[config.mk]
export PLATFORM = sky130hd
export DESIGN_NAME = result_readout_flat
export DESIGN_NICKNAME = d
export VERILOG_FILES = /design/src/rtl/result_readout_if.sv /design/src/rtl/result_readout.sv /design/src/flat_wrapper.sv
export SDC_FILE = /design/constraint.sdc
export NUM_CORES = 1
export LEC_CHECK = 0
export CAP_MARGIN = 25
export CORE_MARGIN = 2
export CORE_UTILIZATION = 55
export CTS_BUF_LIST = sky130_fd_sc_hd__clkbuf_16
export DETAILED_ROUTE_END_ITERATION = 12
export PLACE_DENSITY_LB_ADDON = 0.15
export RECOVER_POWER = 25
export SLEW_MARGIN = 0
export SYNTH_ARGS = -nofsm -noshare
export SYNTH_HDL_FRONTEND = slang
export SYNTH_SLANG_ARGS = --single-unit
[constraint.sdc]
create_clock -name clk -period 4.2 [get_ports clk]
set_input_delay 0.84 -clock clk [delete_from_list [all_inputs] [get_ports clk]]
set_output_delay 0.84 -clock clk [all_outputs]
set_load 0.02 [all_outputs]
[src/rtl/result_readout_if.sv]
// result_readout_if: SRAM read port, start/status and byte stream of the readout block.
interface result_readout_if;
    logic        start;
    logic        ry;
    logic [31:0] read_data;
    logic        cs_n;
    logic        we_n;
    logic [7:0]  address;
    logic [7:0]  dout;
    logic        dout_valid;
    logic        dout_ready;
    logic        busy;
    logic        done;
    modport master (
        input  start, ry, read_data, dout_ready,
        output cs_n, we_n, address, dout, dout_valid, busy, done
    );
    modport slave (
        output start, ry, read_data, dout_ready,
        input  cs_n, we_n, address, dout, dout_valid, busy, done
    );
endinterface

[src/rtl/result_readout.sv]
// result_readout: reads NUM_WORDS result words from SRAM and streams them out MSB byte first.
module result_readout #(
    parameter int         NUM_WORDS = 16,
    parameter logic [7:0] BASE_ADDR = 8'd0
) (
    input  logic             clk,
    input  logic             rst,
    result_readout_if.master io_bus
);
    localparam logic [2:0] S_IDLE    = 3'd0;
    localparam logic [2:0] S_RD_REQ  = 3'd1;
    localparam logic [2:0] S_RD_WAIT = 3'd2;
    localparam logic [2:0] S_SEND    = 3'd3;
    localparam logic [2:0] S_FINISH  = 3'd4;
    logic [2:0]  r_state;
    logic [7:0]  r_addr;
    logic [7:0]  r_word;
    logic [1:0]  r_byte;
    logic [31:0] r_shift;
    logic        r_valid;
    logic        r_busy;
    logic        r_done;
    logic        w_fire;
    logic        w_last_byte;
    logic        w_last_word;
    assign w_fire      = r_valid & io_bus.dout_ready;
    assign w_last_byte = r_byte == 2'd3;
    assign w_last_word = r_word == 8'(NUM_WORDS - 1);
    always_ff @(posedge clk or posedge rst) begin
        if (rst) begin
            r_state <= S_IDLE;
            r_addr  <= BASE_ADDR;
            r_word  <= 8'd0;
            r_byte  <= 2'd0;
            r_shift <= 32'd0;
            r_valid <= 1'b0;
            r_busy  <= 1'b0;
            r_done  <= 1'b0;
        end else begin
            r_done <= 1'b0;
            case (r_state)
                S_IDLE: if (io_bus.start) begin
                    r_state <= S_RD_REQ;
                    r_busy  <= 1'b1;
                    r_addr  <= BASE_ADDR;
                    r_word  <= 8'd0;
                end
                S_RD_REQ: r_state <= S_RD_WAIT;
                S_RD_WAIT: if (io_bus.ry) begin
                    r_shift <= io_bus.read_data;
                    r_byte  <= 2'd0;
                    r_valid <= 1'b1;
                    r_state <= S_SEND;
                end
                S_SEND: if (w_fire) begin
                    r_shift <= {r_shift[23:0], 8'h00};
                    r_byte  <= r_byte + 2'd1;
                    if (w_last_byte) begin
                        r_valid <= 1'b0;
                        if (w_last_word) begin
                            r_state <= S_FINISH;
                            r_done  <= 1'b1;
                        end else begin
                            r_addr  <= r_addr + 8'd1;
                            r_word  <= r_word + 8'd1;
                            r_state <= S_RD_REQ;
                        end
                    end
                end
                S_FINISH: begin
                    r_busy  <= 1'b0;
                    r_addr  <= BASE_ADDR;
                    r_state <= S_IDLE;
                end
                default: r_state <= S_IDLE;
            endcase
        end
    end
    // chip select is asserted only while a read is outstanding
    assign io_bus.cs_n       = !(r_state == S_RD_REQ || r_state == S_RD_WAIT);
    assign io_bus.we_n       = 1'b1;
    assign io_bus.address    = r_addr;
    assign io_bus.dout       = r_shift[31:24];
    assign io_bus.dout_valid = r_valid;
    assign io_bus.busy       = r_busy;
    assign io_bus.done       = r_done;
endmodule

[src/flat_wrapper.sv]
// flat-port wrapper written by rule: the top's interface ports become plain ports
module result_readout_flat 
#(
    parameter int         NUM_WORDS = 16,
    parameter logic [7:0] BASE_ADDR = 8'd0
)
  (clk, rst, io_bus_start, io_bus_ry, io_bus_read_data, io_bus_dout_ready, io_bus_cs_n, io_bus_we_n, io_bus_address, io_bus_dout, io_bus_dout_valid, io_bus_busy, io_bus_done);
  result_readout_if io_bus_i ();
  input  logic clk;
  input  logic rst;
  input wire logic [$bits(io_bus_i.start)-1:0] io_bus_start;
  input wire logic [$bits(io_bus_i.ry)-1:0] io_bus_ry;
  input wire logic [$bits(io_bus_i.read_data)-1:0] io_bus_read_data;
  input wire logic [$bits(io_bus_i.dout_ready)-1:0] io_bus_dout_ready;
  output wire logic [$bits(io_bus_i.cs_n)-1:0] io_bus_cs_n;
  output wire logic [$bits(io_bus_i.we_n)-1:0] io_bus_we_n;
  output wire logic [$bits(io_bus_i.address)-1:0] io_bus_address;
  output wire logic [$bits(io_bus_i.dout)-1:0] io_bus_dout;
  output wire logic [$bits(io_bus_i.dout_valid)-1:0] io_bus_dout_valid;
  output wire logic [$bits(io_bus_i.busy)-1:0] io_bus_busy;
  output wire logic [$bits(io_bus_i.done)-1:0] io_bus_done;
  assign io_bus_i.start = io_bus_start;
  assign io_bus_i.ry = io_bus_ry;
  assign io_bus_i.read_data = io_bus_read_data;
  assign io_bus_i.dout_ready = io_bus_dout_ready;
  assign io_bus_cs_n = io_bus_i.cs_n;
  assign io_bus_we_n = io_bus_i.we_n;
  assign io_bus_address = io_bus_i.address;
  assign io_bus_dout = io_bus_i.dout;
  assign io_bus_dout_valid = io_bus_i.dout_valid;
  assign io_bus_busy = io_bus_i.busy;
  assign io_bus_done = io_bus_i.done;
  result_readout #(.NUM_WORDS(NUM_WORDS), .BASE_ADDR(BASE_ADDR)) u_core (.clk(clk), .rst(rst), .io_bus(io_bus_i));
endmodule
# After elaboration in Yosys (flattened, before gate mapping)
# Cells that the tools add are included.
# classes
add_sub_neg	3
n_eq_ne	11
n_mux	31
n_bitwise	1
n_reduce_logical	13
# ops
cell	n
32-bit 2-to-1 mux	2
32-bit case mux with 2 select lines	1
8-bit 2-to-1 mux	7
8-bit case mux with 3 select lines	1
8-bit by 1-bit adder with 8-bit output (second input constant)	2
8-bit case mux with 2 select lines	1
3-bit 2-to-1 mux	5
3-bit case mux with 4 select lines	1
5-bit AND reduction	2
8-bit by 4-bit == test with 1-bit output (second input constant)	1
1-bit 2-to-1 mux	8
4-bit AND reduction	2
3-bit by 2-bit == test with 1-bit output (second input constant)	2
2-bit != test (second input constant)	3
2-bit nonzero test	3
2-bit 2-to-1 mux	2
2-bit by 1-bit != test with 1-bit output (second input constant)	2
1-bit case mux with 2 select lines	2
2-bit case mux with 2 select lines	1
3-bit by 1-bit == test with 1-bit output (second input constant)	1
3-bit == test (second input constant)	1
3-bit zero test	1
3-bit AND reduction	1
3-bit nonzero test	1
6 further kinds	6
# word_totals
register_bits	56
in_bits	37
out_inout_bits	21
elab_cells	67

# Depth between registers and ports, before layout
# Gate-level depths: netlist of the first run.
# logic_depth
word_depth	5
ltp_mapped	7
depth_no_buf	5

# Worst setup path after synthesis of the first run
# OpenSTA, ideal clock, no wires.
# synth_timing
kind	input -> register
from	in io_bus_dout_ready
to	reg u_core.r_addr[7] (netlist: u_core.io_bus.address[7])
setup_time_ns	0.080
arrival_ns	1.785
required_time_ns	4.120
setup_slack_ns	2.335
cell_stages	5
path_buffers	1
cell_sequence	nand3_1 -> or2_1 -> buf_6 -> nor4_4 -> mux2i_1
# synth_between
elab_chain_cells	3
# synth_rtl
item	line_no	rtl
start: declaration	flat_wrapper.sv:14	input wire logic [$bits(io_bus_i.dout_ready)-1:0] io_bus_dout_ready;
1-bit AND	result_readout.sv:26	assign w_fire = r_valid & io_bus.dout_ready;
2-bit by 1-bit != test with 1-bit output (no line)	--	
5-bit AND reduction (no line)	--	
end signal: assignment	result_readout.sv:64	r_addr <= r_addr + 8'd1;
end: declaration	result_readout.sv:16	logic [7:0] r_addr;
# No other way between the ends.
# A chain may end at the register's enable or synchronous reset.

# Final worst setup path of the first run
# layout_timing
from	reg u_core.r_state[0]
to	out io_bus_cs_n
# layout_between
elab_chain_cells	3
word_cells_on_any_way	4
cone_classes	eq/ne: 2; reduce/logical: 2
# layout_rtl
item	line_no	rtl
start: declaration	result_readout.sv:15	logic [2:0] r_state;
start signal: assignment	result_readout.sv:31	r_state <= S_IDLE;
start signal: assignment	result_readout.sv:43	r_state <= S_RD_REQ;
start signal: assignment	result_readout.sv:48	S_RD_REQ: r_state <= S_RD_WAIT;
3-bit by 1-bit == test with 1-bit output or 3-bit by 2-bit == test with 1-bit output (tied branches)	result_readout.sv:80	assign io_bus.cs_n = !(r_state == S_RD_REQ || r_state == S_RD_WAIT);
1-bit logical OR *	result_readout.sv:80	
1-bit zero test *	result_readout.sv:80	
end: declaration	flat_wrapper.sv:15	output wire logic [$bits(io_bus_i.cs_n)-1:0] io_bus_cs_n;
# Every way passes the cells marked *; elsewhere a longest branch is shown, timed or not.

==> results.yml, run 1 <==
detailed_routing:
  postRouteAntennaNets: 0
  vias: 2147
  drt_iter0_drc: 158
  drc: 0
  drt_wl_total_um: 5322
  viasPerCell: 5.408
  routedWlPerCell_um: 13.41
  drt_first_pass_iters: 4
floorplanning:
  die_w_um: 74.68
  design.die.area_mm2: 0.005577
  num_rows: 25
  floorplan.initialDensity_pct: 57.41
  die_h_um: 74.68
  io_pins: 58
  coreArea_mm2: 0.004786
sta:
  fin_crit_sh_pct: 60.88
  tns_ps: 0
  report.final.hold_viol_count: 0
  grt_setup_unrepaired: "no"
  finClkSkew_ps: 3.426
  clock.fmax_mhz: 391.1
  layout_setup_ws_ps: 1643
  slew_violations: 0
  slew_headroom_pct: 34.21
  fin_crit_ps: 2557
  worstMarginPinSlew_ps: 985.8
  setup-violations-final: 0
logic_synthesis:
  synth_ff_type: "dfrtp_1"
  synth_top_cell_area_share_pct: 51.00
  synthTopCellsByArea: "dfrtp_1 51%, nand2_1 8.2%, a31oi_1 6.6%"
  synthArstFlopShare_pct: 100.0
  synth.avg_cell_area_um2: 9.540
  synth.distinct_cells: 39
  synth_area_mm2: 0.002748
  syn_nets: 328
  syn_inst: 288
  synth.largest_area_cell: "dfrtp_1"
  synth_most_common_cell: "nand2_1"
  synth_edf_count: 0
  yosysWarnings: 0
  seq_area_frac_synth_pct: 51.00
  yosys-top-cells-count: "60 x nand2_1, 56 x dfrtp_1, 31 x nor2_1, 29 x a31oi_1, 13 x a22o_1"
  ys_ff_latch: 56
power:
  ir_worst_vdd_uv: 358.6
  leakagePower_nw: 1.497
  finalPower_mw: 2.222
  powerDensity_mw_per_mm2: 645.1
cells_and_area:
  nFillCells: 361
  final-seq-area_mm2: 0.001401
  drive_gt1_share_pct: 6.364
  multi_input_area_mm2: 0.001177
  final_cells: 397
  area_growth_pct: 25.36
  num-nets-final: 369
  fin_util_pct: 71.97
  antenna_cells: 0
global_routing:
  grt_max_degree: 50
  grt_first_pass_wirelength_um: 8838
  grt_pass1_vias: 1917
  track_usage_pct: 20.34
  globalRouteOverflowTotal: 0
  antenna_found_initial: 0
cts:
  numCtsBuffers: 5
  cts_resized: 0
  clk_latency_ps: 290
  cts.sinks: 56
  postCtsSetupRepairBufs: 0
  cts_tree: "yes"
  path_clk_slew_ps: 70
  h-tree-depth: 2
  clock_path_buffers: 2
  holdBufCountCts: 0
  cts-root-buf: "clkbuf_16"
place:
  globalplace.congestion: 0.8009
  post-dp-hpwl_um: 3641
  portBuffers: 56
  dp_worst_setup_slack_ps: 1456
  dpl.cell_count: 387
run:
  drv_cap: 0
setup_path:
  critical_path_peak_fanout: 10
  arrival_ps: 1720
  worstSetupEndpointType: "primary output"
  worstSetupPathType: "register to primary output"
  start_kind: "register"
  required_ps: 3360
status:
  status: "finished, final reports clean"
min_path:
  hold_class: "register to register"
-- stage by stage --
stage               area, µm²  hold WS, ps
floorplan                2748        451.7
detailed placement       3253        485.3
global route             3445        513.5
global placement         3253        468.6
finish                   3445        492.0
CTS                      3421        496.7
-- critical path, cell delays in order (launching register included) --
cell and delay (ps):
dfrtp_1 520, xor2_1 220, nand2b_1 90, clkdlybuf4s50_1 600
-- logic make-up after synthesis --
family / after synthesis / synth area share (%)
adder cells (fa/ha/maj): 3 / 1.366
flip-flops: 56 / 51.00
buffers and inverters: 28 / 6.147
other: 1 / 0.1365
AO/OA/AOI/OAI: 67 / 17.39
multiplexers: 3 / 1.184
AND/OR/NAND/NOR: 127 / 21.81
XOR/XNOR: 3 / 0.9565
-- metal layers --
metal,track usage [%],vias to the layer above,routed length [µm]
met5,0,-,0
met1,31.19,993,2661
met2,30.48,60,2415
met4,5.754,0,44
li1,-,1090,-
met3,2.811,4,201
-- registers in the layout (all words and copies together), names as in the netlist --
signal,flops
u_core.io_bus.address,8
u_core.r_shift,32
u_core.io_bus.busy,1
u_core.r_state,3
u_core.io_bus.dout_valid,1
u_core.r_word,8
u_core.r_byte,2
u_core.io_bus.done,1
-- layout make-up --
type                    instances  area share [%]
multi-input cells             204           34.18
flip-flops and latches         56           40.68
repair buffers                 59           17.51
well taps                      67           2.434
clock buffers                   5           3.632
clock inverters                 3           1.235
inverters                       3          0.3269
-- path summary, 6_finish.rpt --
kind,from,endpoint,slack (ps),cells past startpoint
min in group asynchronous,rst,u_core.r_shift[4],1220,2
worst min register to register,u_core.r_word[7],u_core.r_word[7],490,1
worst max register to register,u_core.r_state[0],u_core.r_word[0],2070,4
max in group asynchronous,rst,u_core.io_bus.address[5],2060,3
worst min-delay path,u_core.r_word[7],u_core.r_word[7],490,1
worst max-delay path,u_core.r_state[0],io_bus_cs_n,1640,3
-- power breakdown --
part	leakage, nW	switching [mW]	internal, mW
Combinational	0.729	0.479	0.404
Clock	0.0798	0.184	0.280
Sequential	0.688	0.138	0.736
-- layout by cell type (no fill, tap or decap), drive strengths merged, types with 7 or more instances in the layout --
cell type      Yosys  final
nand2             60     60
nor2              34     34
dfrtp             56     56
o21ai              8      8
a22o              13     13
clkdlybuf4s50      0     53
a31oi             29     29
nand3              7      7
(Power assumes the default switching activity.)
==> inputs of run 2 (changes only) <==
Settings changed: CORE_UTILIZATION 55 to 51.
Clock period 4.2 ns to 2.7 ns, I/O delays scaled along.
==> results.yml, run 2 (same netlist as run 1, synthesis figures left out) <==
cells_and_area:
  layout_commonest_cell: "nand2_1"
  finish.instance_area_mm2: 0.003437
  fin_util_pct: 66.87
  area_growth_pct: 25.09
  drive_gt1_share_pct: 6.364
  largest_reg_flops: 32
  final_cells: 400
  final_cell_mix: "60 x nand2_1, 56 x dfrtp_1, 54 x clkdlybuf4s50_1, 31 x nor2_1, 29 x a31oi_1"
  nFillCells: 426
  num-nets-final: 369
  antenna_cells: 0
  regMostFlops: "u_core.r_shift"
sta:
  tns_ps: 0
  slew_headroom_pct: 10.63
  fin_crit_ps: 2231
  setup-violations-final: 0
  worstMarginPinSlew_ps: 1341
  hold_slack_ps: 487.6
  grt_setup_unrepaired: "no"
  fin_crit_sh_pct: 82.64
  finClkSkew_ps: 3.770
  slew_violations: 0
  clock.fmax_mhz: 448.2
  report.final.hold_viol_count: 0
detailed_routing:
  drt_first_pass_iters: 4
  met3WireLength_um: 218
  vias: 2177
  met1_length_um: 2651
  drt_wl_total_um: 5469
  top_layer: "met4"
  drt_iter0_drc: 173
  viasPerCell: 5.443
  postRouteAntennaNets: 0
  routedWlPerCell_um: 13.67
  wl_met2_um: 2510
  drc: 0
place:
  globalplace.congestion: 0.7140
  dpl.cell_count: 392
  post-dp-hpwl_um: 3759
  postPlaceCellArea_mm2: 0.003272
  portBuffers: 56
floorplanning:
  die_w_um: 77.40
  io_pins: 58
  coreArea_mm2: 0.005140
  num_rows: 26
  floorplan.initialDensity_pct: 53.46
  design.die.area_mm2: 0.005991
  die_h_um: 77.40
global_routing:
  globalRouteOverflowTotal: 0
  antenna_found_initial: 0
  grt_max_degree: 57
  grt_first_pass_wirelength_um: 9473
  track_usage_pct: 19.59
  grt_pass1_vias: 1957
cts:
  clk_latency_ps: 290
  holdBufCountCts: 0
  cts_resized: 0
  cts.sinks: 56
  postCtsSetupRepairBufs: 0
  path_clk_slew_ps: 70
  cts_tree: "yes"
  h-tree-depth: 2
  cts-root-buf: "clkbuf_16"
  numCtsBuffers: 5
  clock_path_buffers: 2
min_path:
  holdCritStartpoint: "u_core.io_bus.address[7]"
  hold_class: "register to register"
power:
  leakagePower_nw: 1.492
  ir_worst_vdd_uv: 650.7
  p_sw_share_pct: 36.24
  p_switching_mw: 1.244
  powerDensity_mw_per_mm2: 999.0
  p_seq_share_pct: 39.7
  clkPwrFrac_pct: 21.2
  p_int_mw: 2.189
  combPwrFrac_pct: 39.2
setup_path:
  worstSetupEndpointType: "primary output"
  worstSetupPathType: "register to primary output"
  regToRegStartpoint: "u_core.r_state[2]"
  arrival_ps: 1690
  critical_path_peak_fanout: 10
  startpoint: "u_core.r_state[0]"
  start_kind: "register"
  required_ps: 2160
status:
  status: "finished, final reports clean"
run:
  drv_cap: 0
## run 2: final timing paths
check                           slack (ps)                       end  cells after the start
worst min register to register         490  u_core.io_bus.address[7]                      1
worst max register to register         600          u_core.r_word[0]                      4
worst min-delay path                   490  u_core.io_bus.address[7]                      1
worst max-delay path                   470               io_bus_cs_n                      3
max in group asynchronous              760  u_core.io_bus.address[3]                      3
min in group asynchronous             1150          u_core.r_byte[1]                      3
## run 2: cell type report
type,count,area (µm²),share of cell area (%)
clock inverter,3,42.54,1.238
inverter,3,11.26,0.3276
sequential,56,1401,40.77
tap,70,87.58,2.548
multi-input combinational,204,1189,34.58
clock buffer,5,125.1,3.640
timing repair buffer,59,580.6,16.89
## run 2: critical path, stage by stage (launching register included)
cell and delay, ps:
dfrtp_1 500, xor2_1 210, nand2b_1 90, clkdlybuf4s50_1 600
## run 2: per-layer routing
metal	global-route usage, %	vias up
met5	0	-
met4	6.786	0
met3	3.837	9
met2	27.83	51
met1	30.02	1029
li1	-	1088
## run 2: through the flow
stage,power (mW),setup slack [ps]
floorplan,2.370,788.7
global placement,2.694,447.5
detailed placement,2.733,353.0
CTS,3.460,460.4
global route,3.691,415.8
finish,3.434,468.8
## run 2: power by group through the flow
stage	Sequential (mW)	Combinational, mW	Clock [mW]
after floorplan	1.35	1.02	0
after global placement	1.37	1.33	0
after detailed placement	1.37	1.36	0
after CTS	1.36	1.36	0.736
after global routing	1.41	1.51	0.769
final	1.36	1.35	0.727
==> inputs of run 3 (changes only) <==
Settings changed: CORE_UTILIZATION 51 to 46.
Clock period 2.7 ns to 2 ns, I/O delays scaled along.
==> results.yml, run 3 (same netlist as run 1, synthesis figures left out) <==
sta:
  slew_violations: 0
  clock.fmax_mhz: 522.9
  setup-violations-final: 0
  fin_crit_ps: 1912
  finClkSkew_ps: 3.392
  report.final.hold_viol_count: 0
  slew_headroom_pct: 44.33
  worstMarginPinSlew_ps: 834.1
  layout_setup_ws_ps: 87.66
  grt_setup_unrepaired: "no"
  fin_crit_sh_pct: 95.62
cts:
  path_clk_slew_ps: 70
  holdBufCountCts: 0
  cts_tree: "yes"
  clk_latency_ps: 290
  cts.sinks: 56
  h-tree-depth: 2
  numCtsBuffers: 5
  postCtsSetupRepairBufs: 0
  cts-root-buf: "clkbuf_16"
  clock_path_buffers: 2
global_routing:
  grt_pass1_vias: 1912
  antenna_found_initial: 0
  grt_max_degree: 50
  track_usage_pct: 17.51
  globalRouteOverflowTotal: 0
  grt_first_pass_wirelength_um: 8914
power:
  ir_worst_vdd_uv: 727.1
  finalPower_mw: 4.541
  leakagePower_nw: 1.524
  powerDensity_mw_per_mm2: 1301
setup_path:
  worstSetupPathType: "register to register"
  start_kind: "register"
  arrival_ps: 2080
  worstSetupEndpointType: "register"
  required_ps: 2170
  critical_path_peak_fanout: 9
place:
  portBuffers: 56
  globalplace.congestion: 0.7652
  dpl.cell_count: 407
  dp_worst_setup_slack_ps: -3.517
  post-dp-hpwl_um: 3970
  postPlaceCellArea_mm2: 0.003366
floorplanning:
  io_pins: 58
  floorplan.initialDensity_pct: 46.96
  die_h_um: 81.29
  die_w_um: 81.29
  coreArea_mm2: 0.005851
  num_rows: 28
  design.die.area_mm2: 0.006607
cells_and_area:
  finish.instance_area_mm2: 0.003492
  final_cell_mix: "60 x nand2_1, 55 x dfrtp_1, 54 x clkdlybuf4s50_1, 31 x nor2_1, 29 x a31oi_1"
  num-nets-final: 379
  area_growth_pct: 27.09
  nFillCells: 510
  drive_gt1_share_pct: 8.555
  largest_reg_flops: 32
  antenna_cells: 0
  regMostFlops: "u_core.r_shift"
  final_cells: 414
  layout_commonest_cell: "nand2_1"
detailed_routing:
  drt_first_pass_iters: 4
  drc: 0
  routedWlPerCell_um: 13.21
  viasPerCell: 5.213
  drt_wl_total_um: 5471
  vias: 2158
  drt_iter0_drc: 171
  postRouteAntennaNets: 0
run:
  drv_cap: 0
min_path:
  hold_class: "register to register"
status:
  status: "finished, final reports clean"
==> run 3: what timing repair did <==
| item | CTS | global route |
|---|---|---|
| endpoints found under the setup margin | 1 | 0 |
| hold endpoints to repair | 0 | 0 |
| gates resized for setup | 2 | 0 |
==> run 3: report_power, final <==
group	total, mW	internal [mW]	switching (mW)
Sequential	1.83	1.55	0.286
Clock	0.824	0.451	0.373
Combinational	1.88	0.874	1.01
Total	4.54	2.87	1.67
==> run 3: layer usage <==
metal,vias to the layer above,global-route usage [%],wire length (µm)
met5,-,0,0
met2,39,25.82,2430
met3,6,3.667,199
li1,1108,-,-
met1,1005,25.57,2769
met4,0,5.932,71
==> run 3: stage by stage <==
| step | TNS, ps | utilization [%] | hold WS, ps |
|---|---|---|---|
| final | 0 | 59.69 | 484.3 |
| after global routing | 0 | 59.69 | 510.7 |
| after CTS | 0 | 59.82 | 468.0 |
| after detailed placement | -3.696 | 57.53 | 477.7 |
| after global placement | 0 | 57.53 | 472.4 |
| after floorplan | 0 | - | 451.7 |
==> run 3: final timing paths <==
path                                           from                       end  slack, ps  depth (start not counted)
setup / recovery                   u_core.r_word[0]  u_core.io_bus.address[2]         90                          5
hold / removal             u_core.io_bus.address[7]  u_core.io_bus.address[7]        480                          1
setup reg to reg                   u_core.r_word[0]  u_core.io_bus.address[2]         90                          5
hold reg to reg            u_core.io_bus.address[7]  u_core.io_bus.address[7]        480                          1
max in group asynchronous                       rst        u_core.r_shift[13]        390                          3
min in group asynchronous                       rst          u_core.r_byte[0]        710                          2
==> run 3: critical path: stages, from the launching register on <==
cell	delay, ps
dfrtp_1	420
ha_1	250
nand3_1	190
nand2b_1	380
a21boi_2	190
a221o_1	380
==> run 3: layout make-up <==
class / instances / area (µm²) / area share, %
timing repair buffer: 69 / 661.9 / 18.95
inverter: 3 / 11.26 / 0.3225
sequential: 56 / 1403 / 40.16
clock inverter: 2 / 8.758 / 0.2508
tap: 75 / 93.84 / 2.687
clock buffer: 5 / 125.1 / 3.583
multi-input combinational: 204 / 1189 / 34.04
